[config.mk]
export PLATFORM = sky130hd
export DESIGN_NAME = azadi_prog_uart_loader
export DESIGN_NICKNAME = d
export VERILOG_FILES = /design/src/rtl/azadi_prog_uart_loader.sv
export SDC_FILE = /design/constraint.sdc
export NUM_CORES = 1
export LEC_CHECK = 0
export BUFFER_PORTS_ARGS = -buffer_cell sky130_fd_sc_hd__buf_2
export CORE_MARGIN = 1.5
export CORE_UTILIZATION = 30
export CTS_BUF_LIST = sky130_fd_sc_hd__clkbuf_4
export CTS_CLUSTER_DIAMETER = 50
export DETAILED_ROUTE_END_ITERATION = 8
export GPL_TIMING_DRIVEN = 0
export SKIP_CTS_REPAIR_TIMING = 1
export SLEW_MARGIN = 30
export SYNTH_ARGS = -nofsm -noshare
export SYNTH_HDL_FRONTEND = slang
export SYNTH_SLANG_ARGS = --single-unit
[constraint.sdc]
create_clock -name clk_i -period 4.4 [get_ports clk_i]
set_clock_uncertainty 0.1 [all_clocks]
set_input_delay 0.66 -clock clk_i [delete_from_list [all_inputs] [get_ports clk_i]]
set_output_delay 0.66 -clock clk_i [all_outputs]
set_load 0.05 [all_outputs]
[src/rtl/azadi_prog_uart_loader.sv]
// Boot-programming UART loader: conditions the prog/rx pads, receives 8N1 bytes during a
// programming session and issues little-endian 32-bit instruction-memory writes.
//
// state   | meaning
// IDLE    | line idle, waiting for rx low as a start-bit candidate
// START   | counting to mid start bit; rx high there means it was a glitch
// DATA    | sampling 8 data bits LSB-first, one per bit period
// STOP    | waiting for mid stop bit; high = valid byte, low = frame error
// ERRWAIT | after a frame error, waiting for the line to return high
module azadi_prog_uart_loader #(
  parameter int unsigned ADDR_W      = 12,
  parameter logic [31:0] EOF_WORD    = 32'h0000_0FFF,
  parameter int unsigned SYNC_STAGES = 2
) (
  input  logic              clk_i,
  input  logic              rst_ni,
  input  logic              prog_i,
  input  logic              rx_i,
  input  logic [15:0]       clks_per_bit_i,
  output logic              we_o,
  output logic [ADDR_W-1:0] addr_o,
  output logic [31:0]       wdata_o,
  output logic              busy_o,
  output logic              done_o,
  output logic              frame_err_o
);

  typedef enum logic [2:0] {IDLE, START, DATA, STOP, ERRWAIT} state_e;

  state_e state_q, state_d;

  logic [SYNC_STAGES-1:0] prog_sync, rx_sync;
  logic        prog_s, rx_s, prog_d;
  logic        prog_rise, prog_fall, abort;
  logic [15:0] cpb, cpb_q, cnt;
  logic [2:0]  bit_cnt;
  logic [7:0]  shift_q;
  logic [23:0] word_q;
  logic [1:0]  idx;
  logic [31:0] full_word;
  logic        start_det, bit_load, cnt_dec, shift_en, byte_done, frame_set;

  always_ff @(posedge clk_i or negedge rst_ni) begin
    if (!rst_ni) begin
      prog_sync <= '0;
      rx_sync   <= '1;
      prog_d    <= 1'b0;
    end else begin
      prog_sync <= {prog_sync[SYNC_STAGES-2:0], prog_i};
      rx_sync   <= {rx_sync[SYNC_STAGES-2:0], rx_i};
      prog_d    <= prog_s;
    end
  end

  assign prog_s    = prog_sync[SYNC_STAGES-1];
  assign rx_s      = rx_sync[SYNC_STAGES-1];
  assign prog_rise = prog_s & ~prog_d;
  assign prog_fall = ~prog_s & prog_d;
  assign abort     = busy_o & prog_fall;
  // Very short bit periods would leave no room for the mid-bit sample point.
  assign cpb       = (clks_per_bit_i < 16'd4) ? 16'd4 : clks_per_bit_i;
  assign full_word = {shift_q, word_q};

  always_ff @(posedge clk_i or negedge rst_ni) begin
    if (!rst_ni) state_q <= IDLE;
    else         state_q <= state_d;
  end

  always_comb begin
    state_d   = state_q;
    start_det = 1'b0;
    bit_load  = 1'b0;
    cnt_dec   = 1'b0;
    shift_en  = 1'b0;
    byte_done = 1'b0;
    frame_set = 1'b0;
    if (!busy_o || abort) begin
      state_d = IDLE;
    end else begin
      case (state_q)
        IDLE: if (!rx_s) begin
          start_det = 1'b1;
          state_d   = START;
        end
        START: if (cnt == 16'd0) begin
          if (!rx_s) begin
            bit_load = 1'b1;
            state_d  = DATA;
          end else begin
            state_d = IDLE;
          end
        end else cnt_dec = 1'b1;
        DATA: if (cnt == 16'd0) begin
          shift_en = 1'b1;
          bit_load = 1'b1;
          if (bit_cnt == 3'd7) state_d = STOP;
        end else cnt_dec = 1'b1;
        STOP: if (cnt == 16'd0) begin
          if (rx_s) begin
            byte_done = 1'b1;
            state_d   = IDLE;
          end else begin
            frame_set = 1'b1;
            state_d   = ERRWAIT;
          end
        end else cnt_dec = 1'b1;
        ERRWAIT: if (rx_s) state_d = IDLE;
        default: state_d = IDLE;
      endcase
    end
  end

  always_ff @(posedge clk_i or negedge rst_ni) begin
    if (!rst_ni) begin
      cnt         <= '0;
      cpb_q       <= '0;
      bit_cnt     <= '0;
      shift_q     <= '0;
      word_q      <= '0;
      idx         <= '0;
      we_o        <= 1'b0;
      addr_o      <= '0;
      wdata_o     <= '0;
      busy_o      <= 1'b0;
      done_o      <= 1'b0;
      frame_err_o <= 1'b0;
    end else begin
      we_o <= 1'b0;
      if (start_det) begin
        cpb_q   <= cpb;
        cnt     <= (cpb >> 1) - 16'd1;
        bit_cnt <= '0;
      end else if (bit_load) begin
        cnt <= cpb_q - 16'd1;
      end else if (cnt_dec) begin
        cnt <= cnt - 16'd1;
      end
      if (shift_en) begin
        shift_q <= {rx_s, shift_q[7:1]};
        bit_cnt <= bit_cnt + 3'd1;
      end
      if (we_o) addr_o <= addr_o + {{(ADDR_W-1){1'b0}}, 1'b1};
      if (prog_rise && !busy_o) begin
        busy_o      <= 1'b1;
        done_o      <= 1'b0;
        frame_err_o <= 1'b0;
        addr_o      <= '0;
        idx         <= '0;
      end else if (abort) begin
        busy_o <= 1'b0;
        idx    <= '0;
      end else begin
        if (frame_set) frame_err_o <= 1'b1;
        if (byte_done) begin
          case (idx)
            2'd0:    word_q[7:0]   <= shift_q;
            2'd1:    word_q[15:8]  <= shift_q;
            2'd2:    word_q[23:16] <= shift_q;
            default: ;
          endcase
          if (idx == 2'd3) begin
            idx <= '0;
            // The end-of-image word closes the session instead of being written.
            if (full_word == EOF_WORD) begin
              done_o <= 1'b1;
              busy_o <= 1'b0;
            end else begin
              we_o    <= 1'b1;
              wdata_o <= full_word;
            end
          end else begin
            idx <= idx + 2'd1;
          end
        end
      end
    end
  end

endmodule

* Yosys cells after proc, flatten, opt, wreduce, memory -nomap -nowiden *
Cells that the tools add are included.
Widths: inputs -> output; s select.

word-level totals
  register bits after elaboration = 125
  latch bits = 0
  memory bits (writable) = 0
  bits in read-only memories = 0
  input port bits = 20
  output and inout bits = 48
  logic and storage cells = 132
  memories = 0

cells by class
  add/subtract/negate cells = 6
  $mul = 0
  divide/modulo/power cells = 0
  magnitude comparators = 1
  equality and inequality tests = 16
  shift operators = 0
  muxes and demuxes = 58
  bitwise gates (word level) = 8
  reductions and logical operators = 25

operators by type and width
  cell                   count
  $mux 16                4
  $mux 1                 35
  $eq 32x12->1 const B   1
  $sub 16x1->16 const B  2
  $mux 3                 10
  $mux 12                2
  $ne 3x3->1 const B     6
  $logic_not 16->1       1
  $lt 16x3->1 const B    1
  $reduce_and 4->1       4
  $sub 15x1->16 const B  1
  $pmux 3 s5             1
  $add 12x1->12 const B  1
  $reduce_bool 2->1      6
  $reduce_bool 3->1      4
  $mux 2                 5
  $eq 3x2->1 const B     2
  $eq 3x3->1 const B     2
  $reduce_and 6->1       1
  $not 1->1              5
  $reduce_and 5->1       1
  $eq 2x2->1 const B     2
  $add 3x1->3 const B    1
  $and 1x1->1            3
  other kinds (13)       13

* Longest topological paths before layout *
Gate-level depths: netlist of the first run.

  depth in word-level cells = 8
  gate-level depth with buffers = 12
  mapped depth without buffers = 9

* Worst setup path after synthesis of the first run *
No wires, ideal clock.

  kind = register -> register
  from = reg state_q[0]
  to = reg cnt[12]
  setup time = 0.082 ns
  arrival = 3.323 ns
  data required time = 4.218 ns
  setup slack = 0.895 ns
  cell stages (with the launch flop) = 13
  buffers on the path = 3
  clock period less this slack = 3.505 ns
  cell sequence = dfrtp_1 -> buf_6 -> or3_4 -> nand3b_4 -> buf_6 -> buf_6 -> or3_4 -> o31ai_4 -> ha_1 -> nand2_1 -> or4_4 -> or4_1 -> a31oi_1

on the way
  cells in the longest elaborated chain, start to end = 5
  elaborated cells on any way between the ends = 14
  classes of those cells = eq/ne (3); mux (8); reduce/logical (3)

RTL lines
  element                                        RTL line  source
  from (decl)                                    30        state_e state_q, state_d;
  from (signal assigned)                         66        else state_q <= state_d;
  $eq 3x2->1 or $eq 3x1->1 (tied branches)       80        case (state_q)
  $pmux 1 s2 or $reduce_or 3->1 (tied branches)  n/a
  $mux 1 (on tied branches)                      n/a
  $mux 16 or $mux 1 (tied branches)              133, 77
  $mux 16 or $reduce_bool 3->1 (tied branches)   n/a
  to (signal assigned)                           131       cnt <= (cpb >> 1) - 16'd1;
  to (signal assigned)                           134       cnt <= cpb_q - 16'd1;
  to (signal assigned)                           136       cnt <= cnt - 16'd1;
  to (decl)                                      35        logic [15:0] cpb, cpb_q, cnt;

Several ways; a longest one is shown, not always the timed one.
A chain may end at the register's enable or synchronous reset.

* Worst setup path after layout of the first run *
  from = reg state_q[1]
  to = reg cnt[12]

Same word-level chain as after synthesis.

==> flow_summary.json, run 1 <==
{
  "final_util_pct": 36.3,
  "path_cells": "buf_2 -> or3_4 -> nand3b_4 -> buf_6 -> and2_1 -> a221oi_2 -> ha_1 -> nand2_1 -> or4_4 -> or4_1 -> a31oi_1",
  "p_per_area_mw_per_mm2": 421,
  "switching_share_pct": 33.1,
  "final_design_area_no_fill_sq_mm": 0.00685,
  "synth.top_cell.area_share_pct": 52.9,
  "crit_type": "register to register",
  "drc": 0,
  "dieHeight_microns": 142,
  "worst_ep_required_time_ns": 4.79,
  "grt_pass1_vias": 4297,
  "fmax_ghz": 0.258,
  "internal_power_w": 0.00193,
  "setup_viol": 0,
  "holdPathStages": 1,
  "io_buffers": 67,
  "seqPwrFrac_pct": 48.3,
  "clockBufferDepth": 2,
  "synth_area_leader_cell": "dfrtp_1",
  "slowest_stage": "or4_4",
  "period_share_pct": 87.9,
  "syn_area_sq_mm": 0.00582,
  "place.gp.congestion": 0.813,
  "max_cap_viol_count": 0,
  "synth-seq-cells": 125,
  "crit_family": "simple AND/OR/NAND/NOR gates",
  "end_kind": "register",
  "irDropWorstVdd_uv": 130,
  "wl_per_cell_microns": 14.3,
  "hpwl_microns": 9550,
  "grt_pass1_wl_microns": 22500,
  "r2r-start": "state_q[1]",
  "syn_inst": 582,
  "initial_core_util_pct": 30.8,
  "post-route-min-period_ns": 3.87,
  "hold_path.class": "primary input to register",
  "insertion_delay_ns": 0.56,
  "grt_max_degree": 72,
  "post_dp_cell_area_sq_mm": 0.00653,
  "ant_nets": 0,
  "postSynthAreaPerCell_sq_um": 10.0,
  "cts_root_buf": "clkbuf_4",
  "rsz0062_at_grt": "false",
  "ys_async_sr_fraction_pct": 100,
  "clk_pin_slew_ns": 0.12,
  "via_per_inst": 4.71,
  "r2r_setup_slack_ns": 0.53,
  "pre_cts_slack_ns": 0.429,
  "yosysSeqAreaShare_pct": 53.8,
  "overflow": 0,
  "cts_sinks": 125,
  "rows": 50,
  "finalMaxSlewViolations": 0,
  "via_count": 4443,
  "reg2reg_to": "cnt[12]",
  "rr_worst_depth": 11,
  "tns_ns": 0,
  "holdPathEnd": "rx_sync[0]",
  "p_clk_share_pct": 30.6,
  "io_pins": 68,
  "drive_gt1_share_pct": 22.7,
  "synth_edf_count": 0,
  "yosysWarnings": 0,
  "core_area_sq_mm": 0.0189,
  "p_comb_share_pct": 21.1,
  "p_switching_w": 0.000956,
  "synth_cell_type_count": 56,
  "grt_use_total_pct": 14.3,
  "min_from": "rx_i",
  "die-width_microns": 142,
  "drtIter0Drc": 262,
  "synth_ff_type": "dfrtp_1",
  "final_cell_mix": "163 x nand2_1, 123 x dfrtp_1, 67 x buf_2, 36 x mux2_2, 32 x nor2_1",
  "mostFrequentLayoutCell": "nand2_1",
  "critPathBufInv": 2,
  "cts_tree": "built",
  "nNetsFinal": 698,
  "p_leak_nw": 3.40,
  "ys_top_cells_by_area": "dfrtp_1 53%, nand2_1 11%, mux2_2 7.0%",
  "startpoint_type": "register",
  "relSlewSlack_pct": 38.6,
  "grt_antenna_before_repair": 1,
  "area_growth_pct": 17.7,
  "htree_levels": 4,
  "place_inst": 910,
  "syn_nets": 610,
  "hold_viol": 0,
  "totalWireLength_microns": 13500,
  "cpPeakStageDelay_ns": 0.59,
  "dieArea_sq_mm": 0.0202,
  "setup_slack_ns": 0.531,
  "outcome": "complete, no violations",
  "worstPathMaxFanout": 10,
  "crit_arrival_ns": 4.26,
  "cts_made_buffers": 17,
  "layout.cells.non_filler": 944,
  "worst_pin_slew_ns": 0.913,
  "first_pass_iters": 4
}
## layout make-up
type                       count  area (sq um)
inverter                       7          26.3
clock inverter                15           188
buffer                        25           118
multi-input combinational    425          2550
fill                        1983         12000
clock buffer                  17           128
antenna                        1          2.50
tap                          260           325
timing repair buffer          69           383
sequential                   125          3130
## worst max path at each step
stage | start | to | slack [ns] | depth (start not counted)
floorplan | state_q[0] | cnt[12] | 0.90 | 12
global placement | clks_per_bit_i[5] | cnt[12] | 0.39 | 10
detailed placement | clks_per_bit_i[5] | cnt[12] | 0.43 | 10
CTS | state_q[1] | cnt[12] | 0.49 | 11
global route | state_q[1] | cnt[12] | 0.37 | 11
finish | state_q[1] | cnt[12] | 0.53 | 11
## power groups by stage
stage / logic, W / registers [W] / clock network [W]
after floorplan: 0.000446 / 0.00139 / 0
after global placement: 0.000596 / 0.00142 / 0
after detailed placement: 0.000608 / 0.00142 / 0
after CTS: 0.000610 / 0.00139 / 0.000912
after global routing: 0.000689 / 0.00142 / 0.000963
final: 0.000609 / 0.00140 / 0.000883
## cell usage after synthesis (6+ instances only)
cell type and count:
or4_1 10, nor3_1 9, o21ai_0 30, a21oi_1 12, or3_1 7, dfrtp_1 123, nor4_1 10, xor2_1 13
inv_1 7, ha_1 8, xnor2_1 6, mux2i_1 9, nor2_1 32, nand3_1 13, clkbuf_1 19, a31oi_1 7
mux2_2 36, nand2_1 163
## per-stage QoR
stage                     power, W  hold WS, ns
after global placement     0.00201        0.247
final                      0.00289       0.0999
after CTS                  0.00292      -0.0791
after global routing       0.00307       0.0440
after detailed placement   0.00202        0.247
after floorplan            0.00184        0.231
## state kept, by name (all words and copies together) (netlist names)
signal / flops
state_q: 3
we_o: 1
prog_d: 1
addr_o: 12
busy_o: 1
prog_sync: 2
frame_err_o: 1
idx: 2
bit_cnt: 3
done_o: 1
shift_q: 8
cnt: 16
word_q: 24
wdata_o: 32
rx_sync: 2
cpb_q: 16
## worst register-to-register path, cell delays in order (launching register included)
cell and delay (ns):
dfrtp_1 0.38, buf_2 0.16, or3_4 0.38, nand3b_4 0.16
buf_6 0.15, and2_1 0.20, a221oi_2 0.51, ha_1 0.38
nand2_1 0.11, or4_4 0.59, or4_1 0.53, a31oi_1 0.16
## cell families (layout without fill, tap and decap cells)
group | after synthesis | after routing | synth area share [%]
AND/OR/NAND/NOR | 276 | 276 | 21.9
flip-flops | 125 | 125 | 53.8
AO/OA/AOI/OAI | 76 | 76 | 8.34
multiplexers | 46 | 46 | 8.90
buffers and inverters | 32 | 133 | 2.47
XOR/XNOR | 19 | 19 | 2.86
adder cells (fa/ha/maj) | 8 | 8 | 1.72
other | 0 | 1 | 0
## layer usage
metal	global-route usage (%)	share of wire, %	wire (microns)
met1	19.8	49	6680
met4	6.08	1.7	225
met5	0	0	0
met3	3.87	4.3	578
met2	21.1	45	6030
Note: power is estimated with default switching activity, not from simulation.
==> run 2, diff against run 1 <==
--- a/config.mk
+++ b/config.mk
@@ -6,12 +6,12 @@
 export NUM_CORES = 1
 export LEC_CHECK = 0
 export BUFFER_PORTS_ARGS = -buffer_cell sky130_fd_sc_hd__buf_2
-export CORE_MARGIN = 1.5
 export CORE_UTILIZATION = 30
 export CTS_BUF_LIST = sky130_fd_sc_hd__clkbuf_4
 export CTS_CLUSTER_DIAMETER = 50
 export DETAILED_ROUTE_END_ITERATION = 8
 export GPL_TIMING_DRIVEN = 0
+export MAX_ROUTING_LAYER = met4
 export SKIP_CTS_REPAIR_TIMING = 1
 export SLEW_MARGIN = 30
 export SYNTH_ARGS = -nofsm -noshare
==> constraint.sdc (replaced) <==
create_clock -name clk_i -period 4.4 [get_ports clk_i]
set_clock_uncertainty 0.1 [all_clocks]
set_input_delay 0.22 -clock clk_i [delete_from_list [all_inputs] [get_ports clk_i]]
set_output_delay 0.22 -clock clk_i [all_outputs]
set_load 0.05 [all_outputs]
==> run 2 against run 1 <==
  * Total power decreased by 3.0%
  * Clock power decreased by 13%
  * Die area decreased by 1.4%
  * Sequential share of layout area down 0.88 points
  * Final cell count up 1.9%
  * Global-route usage rose by 0.89 points
  * Non-clock buffer count up 19
  * Critical path depth unchanged
  * Flip-flop and latch count is the same
  * Worst hold slack improved by 0.0018 ns
  * Combinational power up 3.6%
  * Critical endpoint unchanged
==> flow_summary.json, run 2 (same netlist as run 1, synthesis figures left out) <==
{
  "rr_worst_depth": 11,
  "place_inst": 911,
  "rsz0062_at_grt": "false",
  "wl_per_cell_microns": 14.6,
  "r2r_setup_slack_ns": 0.44,
  "dieArea_sq_mm": 0.0200,
  "setup_viol": 0,
  "overflow": 0,
  "path_cells": "buf_6 -> or3_4 -> nand3b_4 -> buf_6 -> and2_1 -> a221oi_2 -> ha_1 -> nand2_1 -> or4_4 -> or4_1 -> a31oi_1",
  "grt_pass1_wl_microns": 23000,
  "rows": 50,
  "ant_nets": 0,
  "hold_path.class": "primary input to async pin",
  "totalWireLength_microns": 14100,
  "irDropWorstVdd_uv": 138,
  "startpoint_type": "register",
  "p_leak_nw": 3.46,
  "cts_sinks": 125,
  "finalMaxSlewViolations": 0,
  "initial_core_util_pct": 30.9,
  "end_kind": "register",
  "largest_reg_flops": 32,
  "r2r-start": "state_q[0]",
  "die-width_microns": 141,
  "core_area_sq_mm": 0.0188,
  "hold_viol": 0,
  "largest-register": "wdata_o",
  "p_comb_share_pct": 22.5,
  "period_share_pct": 90.0,
  "worst_pin_slew_ns": 0.797,
  "reg_top3": "wdata_o x32, word_q x24",
  "drc": 0,
  "max_cap_viol_count": 0,
  "insertion_delay_ns": 0.54,
  "final_design_area_no_fill_sq_mm": 0.00699,
  "worst_ep_required_time_ns": 4.76,
  "clockBufferDepth": 2,
  "post_dp_cell_area_sq_mm": 0.00653,
  "io_pins": 68,
  "nNetsFinal": 717,
  "area_growth_pct": 20.0,
  "cpPeakStageDelay_ns": 0.59,
  "drtIter0Drc": 234,
  "setup_slack_ns": 0.441,
  "io_buffers": 67,
  "reg2reg_to": "cnt[12]",
  "fillers": 1890,
  "p_switching_w": 0.000919,
  "htree_levels": 4,
  "grt_antenna_before_repair": 1,
  "via_per_inst": 4.78,
  "dieHeight_microns": 141,
  "final_cell_mix": "163 x nand2_1, 123 x dfrtp_1, 68 x buf_2, 36 x mux2_2, 32 x nor2_1",
  "slowest_stage": "or4_4",
  "via_count": 4594,
  "cpMostUsedCell": "buf_6",
  "internal_power_w": 0.00188,
  "cts_tree": "built",
  "hpwl_microns": 9880,
  "outcome": "complete, no violations",
  "grt_use_total_pct": 15.2,
  "drive_gt1_share_pct": 21.7,
  "pre_cts_slack_ns": 0.497,
  "post-route-min-period_ns": 3.96,
  "grt_pass1_vias": 4434,
  "worstPathMaxFanout": 10,
  "tns_ns": 0,
  "grt_max_degree": 67,
  "fmax_ghz": 0.253,
  "crit_arrival_ns": 4.32,
  "switching_share_pct": 32.8,
  "cts_root_buf": "clkbuf_4",
  "first_pass_iters": 4,
  "crit_type": "register to register",
  "p_clk_share_pct": 27.5,
  "layout.cells.non_filler": 962,
  "seqPwrFrac_pct": 50.0,
  "clk_pin_slew_ns": 0.12,
  "cts_made_buffers": 17,
  "relSlewSlack_pct": 46.7,
  "p_per_area_mw_per_mm2": 401,
  "place.gp.congestion": 0.789,
  "mostFrequentLayoutCell": "nand2_1"
}
-- run 2: cell count changes in the layout (fill, tap and decap cells not counted) --
cell | before | now
inv_8 | 1 | 0
dlygate4sd3_1 | 1 | 19
clkinv_4 | 4 | 0
clkbuf_4 | 17 | 19
bufinv_16 | 3 | 2
clkinv_1 | 0 | 3
clkinvlp_4 | 2 | 3
inv_6 | 3 | 2
buf_2 | 67 | 68
-- run 2: how the worst max path moves through the flow --
stage | slack (ns) | end | depth (start not counted) | from
after detailed placement | 0.50 | cnt[12] | 11 | state_q[1]
final | 0.44 | cnt[12] | 11 | state_q[0]
after CTS | 0.46 | cnt[12] | 11 | state_q[0]
after floorplan | 0.90 | cnt[12] | 12 | state_q[0]
after global routing | 0.30 | cnt[12] | 11 | state_q[0]
after global placement | 0.54 | cnt[12] | 11 | state_q[1]
-- run 2: area by class of cell --
| class | count | area, sq um | area share [%] |
|---|---|---|---|
| Buffer | 25 | 118 | 1.68 |
| Tap cell | 260 | 325 | 4.66 |
| Clock inverter | 12 | 121 | 1.74 |
| Timing Repair Buffer | 88 | 568 | 8.13 |
| Antenna cell | 1 | 2.50 | 0.0358 |
| Multi-Input combinational cell | 425 | 2550 | 36.5 |
| Clock buffer | 19 | 143 | 2.04 |
| Sequential cell | 125 | 3130 | 44.8 |
| Inverter | 7 | 26.3 | 0.376 |
-- run 2: routing by layer --
layer	wire length [microns]	global-route usage [%]	vias to the layer above	share of wire (%)
li1	-	-	2242	-
met1	6850	20.0	2211	49
met2	6370	22.4	113	45
met3	594	3.88	28	4.2
met4	266	5.95	0	1.9
met5	0	-	-	0
-- run 2: critical path, delay by kind of cell, from the launching register on --
| kind | cells | cell delay, ns |
|---|---|---|
| AO/OA/AOI/OAI | 2 | 0.70 |
| AND/OR/NAND/NOR | 6 | 1.99 |
| adder cells (fa/ha/maj) | 1 | 0.41 |
| buffers and inverters | 2 | 0.29 |
| flip-flops | 1 | 0.39 |
-- run 2: per-stage QoR --
step	total power [W]	util (%)	hold slack, ns
after floorplan	0.00184	-	-0.176
after global placement	0.00202	34.4	0.230
after detailed placement	0.00204	34.7	0.106
after CTS	0.00283	36.1	-0.523
after global routing	0.00298	37.1	0.0953
final	0.00280	37.1	0.102
-- run 2: power by group through the flow --
stage	logic [W]	registers (W)	clock network, W
after floorplan	0.000446	0.00139	0
after global placement	0.000598	0.00142	0
after detailed placement	0.000617	0.00142	0
after CTS	0.000617	0.00140	0.000808
after global routing	0.000711	0.00142	0.000847
final	0.000631	0.00140	0.000770
==> run 3, diff against run 2 <==
--- a/config.mk
+++ b/config.mk
@@ -11,7 +11,6 @@
 export CTS_CLUSTER_DIAMETER = 50
 export DETAILED_ROUTE_END_ITERATION = 8
 export GPL_TIMING_DRIVEN = 0
-export MAX_ROUTING_LAYER = met4
 export SKIP_CTS_REPAIR_TIMING = 1
 export SLEW_MARGIN = 30
 export SYNTH_ARGS = -nofsm -noshare
==> run 3 against run 2 <==
  * Fmax down 0.46%
  * Register-to-register slack worse by 0.02 ns
  * Die area unchanged
  * Via count down 0.67%
  * Cell area unchanged
  * Worst hold slack worse by 0.0098 ns
  * Total power up 0.20%
  * Sequential share of layout area unchanged
==> flow_summary.json, run 3 (same netlist as run 1, synthesis figures left out) <==
{
  "via_count": 4563,
  "p_per_area_mw_per_mm2": 402,
  "worst_ep_required_time_ns": 4.77,
  "cpMostUsedCell": "buf_6",
  "layout.cells.non_filler": 962,
  "cpPeakStageDelay_ns": 0.59,
  "p_clk_share_pct": 27.6,
  "place.gp.congestion": 0.778,
  "ant_nets": 0,
  "worstPathMaxFanout": 10,
  "grt_antenna_before_repair": 1,
  "grt_pass1_vias": 4412,
  "dieHeight_microns": 141,
  "final_design_area_no_fill_sq_mm": 0.00699,
  "largest_reg_flops": 32,
  "area_growth_pct": 20.0,
  "fmax_ghz": 0.251,
  "max_cap_viol_count": 0,
  "cts_made_buffers": 17,
  "drive_gt1_share_pct": 21.7,
  "largest-register": "wdata_o",
  "drc": 0,
  "end_kind": "register",
  "grt_use_total_pct": 14.8,
  "outcome": "complete, no violations",
  "place_inst": 911,
  "via_per_inst": 4.74,
  "wl_per_cell_microns": 14.7,
  "io_pins": 68,
  "overflow": 0,
  "rsz0062_at_grt": "false",
  "insertion_delay_ns": 0.55,
  "clockBufferDepth": 2,
  "final_util_pct": 37.1,
  "finalMaxSlewViolations": 0,
  "totalWireLength_microns": 14100,
  "period_share_pct": 90.4,
  "grt_max_degree": 67,
  "post_dp_cell_area_sq_mm": 0.00653,
  "drtIter0Drc": 276,
  "reg_top3": "wdata_o x32, word_q x24",
  "final_cell_mix": "163 x nand2_1, 123 x dfrtp_1, 68 x buf_2, 36 x mux2_2, 32 x nor2_1",
  "nNetsFinal": 717,
  "mostFrequentLayoutCell": "nand2_1",
  "cts_tree": "built",
  "startpoint_type": "register",
  "switching_share_pct": 33.0,
  "dieArea_sq_mm": 0.0200,
  "relSlewSlack_pct": 46.5,
  "post-route-min-period_ns": 3.98,
  "crit_type": "register to register",
  "path_cells": "buf_6 -> or3_4 -> nand3b_4 -> buf_6 -> and2_1 -> a221oi_2 -> ha_1 -> nand2_1 -> or4_4 -> or4_1 -> a31oi_1",
  "core_area_sq_mm": 0.0188,
  "die-width_microns": 141,
  "hpwl_microns": 9880,
  "worst_pin_slew_ns": 0.801,
  "irDropWorstVdd_uv": 138,
  "initial_core_util_pct": 30.9,
  "setup_viol": 0,
  "clk_pin_slew_ns": 0.11,
  "crit_arrival_ns": 4.35,
  "rows": 50,
  "cts_sinks": 125,
  "hold_path.class": "primary input to async pin",
  "slowest_stage": "or4_4",
  "internal_power_w": 0.00188,
  "p_leak_nw": 3.46,
  "hold_viol": 0,
  "htree_levels": 4,
  "seqPwrFrac_pct": 49.9,
  "first_pass_iters": 5,
  "p_switching_w": 0.000925,
  "cts_root_buf": "clkbuf_4",
  "grt_pass1_wl_microns": 23000,
  "tns_ns": 0,
  "io_buffers": 67,
  "p_comb_share_pct": 22.5
}
run 3: cell counts in the layout (fill, tap and decap cells not counted):
Identical to the previous run, type by type.
run 3: metal layers:
layer	vias up	wire, microns	GRT usage [%]
li1	2245	-	-
met1	2179	6910	20.0
met2	110	6310	22.4
met3	29	606	4.02
met4	0	289	6.12
met5	-	0	0
run 3: worst max-delay path, delay by kind of cell, from the launching register on:
kind                       cells  cell delay, ns
AOI/OAI and AO/OA              2            0.72
adders and majority gates      1            0.41
buffers and inverters          2            0.29
DFF                            1            0.39
and+or+nand+nor                6            1.99
run 3: power groups by stage:
stage	Clock (W)	Sequential, W	Combinational, W
2_1_floorplan	0	0.00139	0.000446
3_3_place_gp	0	0.00142	0.000598
3_5_place_dp	0	0.00142	0.000617
4_1_cts	0.000808	0.00140	0.000617
5_1_grt	0.000848	0.00142	0.000711
6_report	0.000774	0.00140	0.000632
run 3: final cells by class:
type	instances	area, sq um
repair buffers	88	568
multi-input cells	425	2550
clock buffers	19	143
clock inverters	12	121
diodes	1	2.50
well taps	260	325
inverters	7	26.3
flip-flops and latches	125	3130
fillers	1890	11800
plain buffers	25	118
run 3: final timing paths:
path,from,end,slack [ns],cells after the start
max,state_q[0],cnt[12],0.42,11
min,rst_ni,word_q[1],0.09,2
max reg2reg,state_q[0],cnt[12],0.42,11
min reg2reg,prog_sync[0],prog_sync[1],0.25,0
max in group asynchronous,rst_ni,rx_sync[0],3.38,3
min in group clk_i,rx_i,rx_sync[0],0.22,2
run 3: stage by stage:
| step | total power (W) | worst slack, ns | hold WS, ns |
|---|---|---|---|
| 3_3_place_gp | 0.00202 | 0.541 | 0.230 |
| 3_5_place_dp | 0.00204 | 0.497 | 0.106 |
| 6_report | 0.00281 | 0.423 | 0.0919 |
| 2_1_floorplan | 0.00184 | 0.895 | -0.176 |
| 5_1_grt | 0.00298 | 0.305 | 0.0897 |
| 4_1_cts | 0.00283 | 0.464 | -0.523 |
